==> config.mk <==
export PLATFORM = sky130hd
export DESIGN_NAME = result_fifo
export DESIGN_NICKNAME = d
export VERILOG_FILES = /design/src/rtl/proj_pkg.sv /design/src/rtl/result_fifo_mem.sv /design/src/rtl/result_fifo.sv
export SDC_FILE = /design/constraint.sdc
export NUM_CORES = 1
export LEC_CHECK = 0
export CAP_MARGIN = 20
export CORE_MARGIN = 2
export CORE_UTILIZATION = 55
export CTS_BUF_LIST = sky130_fd_sc_hd__clkbuf_4 sky130_fd_sc_hd__clkbuf_8
export CTS_CLUSTER_DIAMETER = 120
export DETAILED_ROUTE_END_ITERATION = 8
export GPL_TIMING_DRIVEN = 0
export PLACE_DENSITY = 0.81
export SYNTH_ARGS = -nofsm -noshare
export SYNTH_HDL_FRONTEND = slang
export SYNTH_SLANG_ARGS = --single-unit
==> constraint.sdc <==
create_clock -name clk -period 8.85 [get_ports clk]
set_clock_uncertainty 0.2 [all_clocks]
set_input_delay 1.77 -clock clk [delete_from_list [all_inputs] [get_ports clk]]
set_output_delay 1.77 -clock clk [all_outputs]
set_load 0.03 [all_outputs]
==> src/rtl/proj_pkg.sv <==
// Project-wide word definitions shared by the datapath and its result buffer.
package proj_pkg;

    localparam int WORD_W = 32;

    typedef logic [WORD_W-1:0] word_t;

endpackage

==> src/rtl/result_fifo_mem.sv <==
// Storage array for result_fifo: one synchronous write port and one
// asynchronous read port. Contents are intentionally not reset.
module result_fifo_mem
    import proj_pkg::*;
#(
    parameter int DEPTH = 8,
    parameter int WIDTH = WORD_W
) (
    input  logic                       clk,
    input  logic                       wr_en,
    input  logic [$clog2(DEPTH)-1:0]   wr_addr,
    input  logic [WIDTH-1:0]           wr_data,
    input  logic [$clog2(DEPTH)-1:0]   rd_addr,
    output logic [WIDTH-1:0]           rd_data
);

    logic [WIDTH-1:0] mem_q [DEPTH];

    always_ff @(posedge clk) begin
        if (wr_en) begin
            mem_q[wr_addr] <= wr_data;
        end
    end

    assign rd_data = mem_q[rd_addr];

endmodule

==> src/rtl/result_fifo.sv <==
// Show-ahead result buffer between the datapath done strobe and a valid/ready
// consumer. Optional drop counter enabled by RESULT_FIFO_DROP_CNT_EN.
module result_fifo
    import proj_pkg::*;
#(
    parameter int DEPTH = 8,
    parameter int WIDTH = WORD_W
) (
    input  logic                     clk,
    input  logic                     rst,
    input  logic [WIDTH-1:0]         result,
    input  logic                     done,
    input  logic                     clr_ovf,
    output logic [WIDTH-1:0]         out_data,
    output logic                     out_valid,
    input  logic                     out_ready,
    output logic [$clog2(DEPTH):0]   count,
    output logic                     full,
    output logic                     empty,
    output logic                     overflow
`ifdef RESULT_FIFO_DROP_CNT_EN
    ,
    output logic [15:0]              drop_cnt
`endif
);

    localparam int AW = $clog2(DEPTH);
    localparam int CW = AW + 1;

    logic [AW-1:0] wr_ptr_q, wr_ptr_d;
    logic [AW-1:0] rd_ptr_q, rd_ptr_d;
    logic [CW-1:0] count_q, count_d;
    logic          overflow_q, overflow_d;
    logic          push, pop, drop;

    assign empty     = (count_q == '0);
    assign full      = (count_q == CW'(DEPTH));
    assign out_valid = !empty;
    assign count     = count_q;
    assign overflow  = overflow_q;

    // A pop frees a slot in the same edge, so a full FIFO can still accept.
    assign pop  = out_valid && out_ready;
    assign push = done && (!full || pop);
    assign drop = done && full && !pop;

    always_comb begin
        wr_ptr_d   = wr_ptr_q;
        rd_ptr_d   = rd_ptr_q;
        count_d    = count_q;
        overflow_d = overflow_q;
        if (push) begin
            wr_ptr_d = wr_ptr_q + AW'(1);
        end
        if (pop) begin
            rd_ptr_d = rd_ptr_q + AW'(1);
        end
        case ({push, pop})
            2'b10:   count_d = count_q + CW'(1);
            2'b01:   count_d = count_q - CW'(1);
            default: count_d = count_q;
        endcase
        if (drop) begin
            overflow_d = 1'b1;
        end else if (clr_ovf) begin
            overflow_d = 1'b0;
        end
    end

    always_ff @(posedge clk or posedge rst) begin
        if (rst) begin
            wr_ptr_q   <= '0;
            rd_ptr_q   <= '0;
            count_q    <= '0;
            overflow_q <= 1'b0;
        end else begin
            wr_ptr_q   <= wr_ptr_d;
            rd_ptr_q   <= rd_ptr_d;
            count_q    <= count_d;
            overflow_q <= overflow_d;
        end
    end

`ifdef RESULT_FIFO_DROP_CNT_EN
    logic [15:0] drop_cnt_q, drop_cnt_d;
    logic [15:0] drop_base;

    // A drop in the clearing cycle is still counted after the clear.
    always_comb begin
        drop_base  = clr_ovf ? 16'd0 : drop_cnt_q;
        drop_cnt_d = drop_base;
        if (drop && (drop_base != 16'hFFFF)) begin
            drop_cnt_d = drop_base + 16'd1;
        end
    end

    always_ff @(posedge clk or posedge rst) begin
        if (rst) begin
            drop_cnt_q <= '0;
        end else begin
            drop_cnt_q <= drop_cnt_d;
        end
    end

    assign drop_cnt = drop_cnt_q;
`endif

    result_fifo_mem #(
        .DEPTH (DEPTH),
        .WIDTH (WIDTH)
    ) u_mem (
        .clk     (clk),
        .wr_en   (push),
        .wr_addr (wr_ptr_q),
        .wr_data (result),
        .rd_addr (rd_ptr_q),
        .rd_data (out_data)
    );

endmodule

==> metrics.md, run 1 <==
| Metric | Value |
|---|---|
| Syn_area_per_cell | 23.6 um2 |
| Setup crit start | rd_ptr_q[1] |
| Max_cap viols | 0 |
| Worst reg2reg path depth | 7 |
| Worst-path cell chain | buf_2 > buf_1 > mux4_2 > mux2_2 > clkdlybuf4s50_1 |
| Part of the cycle the worst path needs | 0.567 |
| I/O Buffers | 75 |
| Post-cts sizing count | 0 |
| Commonest cells post-synth | 256 x edfxtp_1, 36 x mux4_2, 32 x mux2_2, 28 x mux4_1, 11 x dfrtp_1 |
| CTS clk-pin slew, worst paths | 0.07 ns |
| R2R Path End | u_mem.mem_q[0][5] |
| Post-synth EDFFs | 256 |
| Largest net degree at the start of global routing | 20 |
| Fraction of synthesized area in multiplexers | 0.186 |
| Critical-path maximum fanout | 10 |
| Hold WC Path Type | register to register |
| First-pass GRT wire length | 30100 um |
| Reg2reg start | count[1] |
| Max_slew headroom | 0.421 |
| Kind of critical path | register to primary output |
| CTS root buffer | clkbuf_8 |
| Final WL | 19500 um |
| Share of the synthesized area in the top cell type | 0.735 |
| Num rows | 50 |
| Vias in the first global route | 5366 |
| VDD IR-drop max | 0.000214 V |
| Clk Latency, worst-skew pair | 0.52 ns |
| Yosys top cell by area | edfxtp_1 |
| Clock sink count | 267 |
| Design area | 12600 um2 |
| Filler instances | 1142 |
| Fin. Hold Viols | 0 |
| Crit end category | primary output |
| Cells after Synth | 444 |
| Synth warn | 0 |
| Final weighted congestion in routability-driven placement | 0.694 |
| DR WL/cell | 23.3 um |
| Detailed Routing Iterations Pass 1 | 4 |
| Fin Setup TNS | 0 ns |
| Ratio of cells with drive above 1 in the final layout | 0.279 |
| Worst EP arrival | 3.05 ns |
| 1st-iter DRT viols | 326 |
| Multi-input gate area | 2370 um2 |
| Netlist Area Pre-Place | 10500 um2 |
| Die span in y | 142 um |
| Status | finished, final reports clean |
| Vias/cell | 5.81 |
| Post-synthesis sequential area ratio | 0.761 |
| Synth area leaders | edfxtp_1 73%, mux4_2 7.8%, mux4_1 7.0% |
| Synthesis-stage register bit count | 267 |
| Asr flop ratio synth | 0.0412 |
| Synth cell types | 39 |
| CTS tree | done |
| Startpoint types | register |
| Compound-cell area share of the yosys netlist | 0.00921 |
| DP Area | 11800 um2 |
| Power Density | 335 nW/um2 |
| Sequential standard cell area | 7960 um2 |
| H-tree depth | 2 |
| Ys flop type | edfxtp_1 |
| Antenna diodes | 0 |
| Post-route ant nets | 0 |
| WP data required | 6.88 ns |
| P&R area growth vs syn | 20.3% |
| CTS max path bufs | 3 |
| Post-Syn Nets | 486 |
| Fmax | 0.199 GHz |
| Minimum clock period | 5.02 ns |
| Routed via count | 4860 |
| Die area | 20100 um2 |
| Max-slew violations | 0 |
| Slowest CP cell | clkdlybuf4s50_1 |
| Area share of fa/ha/maj cells after synthesis | 0.00670 |
| Worst Tran Pin Value | 0.863 ns |
| Initial antenna violation count | 0 |
| Count leader, synth | edfxtp_1 |
| Worst Setup EP | out_data[14] |
| Post-synthesis xor/xnor area fraction | 0.00502 |
| GRT Overall Usage | 0.204 |
| Total CTS buffers | 41 |
| Core area | 18700 um2 |
| Final HPWL DP | 12100 um |
| Setup Fix Bufs, Post-CTS | 0 |
| Hold buffer count at cts | 0 |
| Final setup viols | 0 |
| # IOs | 77 |
| Largest family of logic cells by synthesized area | multiplexers |
| Grt ovf | 0 |
| Flop2flop setup slack | 5.98 ns |
| Layout Nets | 616 |
| Starting Density | 0.559 |
| Static Leak | 4.21 nW |
| Unrepaired setup endpoints after global routing | no |
| Drc violations | 0 |
| Simple-gate share of the synthesized area | 0.0146 |
| Max incr delay on CP | 0.60 ns |
| Die W | 142 um |
==> power breakdown <==
group	total, mW	switching (mW)	internal, mW
sequential	1.63	0.0567	1.57
clock	0.981	0.446	0.535
combinational	1.61	0.841	0.772
total	4.22	1.34	2.87
==> metrics by stage <==
stage | power [mW] | std cells | worst slack, ns | hold slack (ns) | util
after floorplan | 2.71 | 444 | 3.71 | 0.287 | -
after global placement | 3.20 | 753 | 0.951 | 0.302 | 0.615
after detailed placement | 3.28 | 765 | 4.10 | 0.304 | 0.630
after CTS | 4.27 | 837 | 3.78 | 0.326 | 0.673
after global routing | 4.41 | 837 | 3.70 | 0.357 | 0.673
final | 4.22 | 837 | 3.83 | 0.324 | 0.673
==> worst max-delay path, delay by kind of cell (launching register included) <==
kind	cells	cell delay, ns
buffers and inverters	3	1.43
flip-flops	1	0.39
multiplexers	2	0.70
==> how the worst min path moves through the flow <==
stage	from	endpoint	slack [ns]	depth (start not counted)
floorplan	wr_ptr_q[0]	wr_ptr_q[0]	0.29	2
global placement	overflow	overflow	0.30	1
detailed placement	overflow	overflow	0.30	1
CTS	overflow	overflow	0.33	1
global route	overflow	overflow	0.36	1
finish	overflow	overflow	0.32	1
==> sequential cells by signal, summed over array words and instances, names as in the netlist <==
register,cells
count,4
u_mem.mem_q,256
wr_ptr_q,3
overflow,1
rd_ptr_q,3
==> cell usage in the layout (no fill, tap or decap), types with 8 or more instances in the layout <==
master / count
clkbuf_4: 13
clkbuf_8: 43
clkdlybuf4s50_1: 75
clkinv_1: 8
dfrtp_1: 11
edfxtp_1: 256
mux2_2: 32
mux4_1: 28
mux4_2: 36
nand2_1: 10
==> layout make-up <==
cell class,count,area share
buffer,20,0.0128
clock inverter,16,0.00805
multi-input combinational,151,0.188
clock buffer,56,0.0548
sequential,267,0.633
timing repair buffer,87,0.0782
inverter,6,0.00179
tap,234,0.0233
==> logic make-up (layout without fill, tap and decap cells) <==
group,after synthesis,in the layout
buffers and inverters,26,185
AND/OR/NAND/NOR,31,31
adder cells (fa/ha/maj),5,5
XOR/XNOR,6,6
AO/OA/AOI/OAI,10,10
multiplexers,99,99
flip-flops,267,267
==> layer usage <==
layer	vias to the layer above	global-route usage	part of all wire
met5	-	0	0
li1	2158	-	-
met3	21	0.0476	0.068
met1	2497	0.261	0.39
met4	0	0.0653	0.014
met2	184	0.352	0.53
Note: power is estimated with default switching activity, not from simulation.
==> inputs of run 2 (changes only) <==
- clock period: 8.85 -> 4.79 ns (I/O delays scaled with it)
==> results of run 2 <==
Same layout as run 1 (identical final DEF). Status: finished, final reports clean.
Main changes from that run: setup slack after placement 4.10 ns -> 0.853 ns; setup slack after layout 3.83 ns -> 0.583 ns; register-to-register setup slack 5.98 ns -> 1.92 ns; total power 4.22 mW -> 7.79 mW; worst IR drop on VDD 0.000214 V -> 0.000396 V
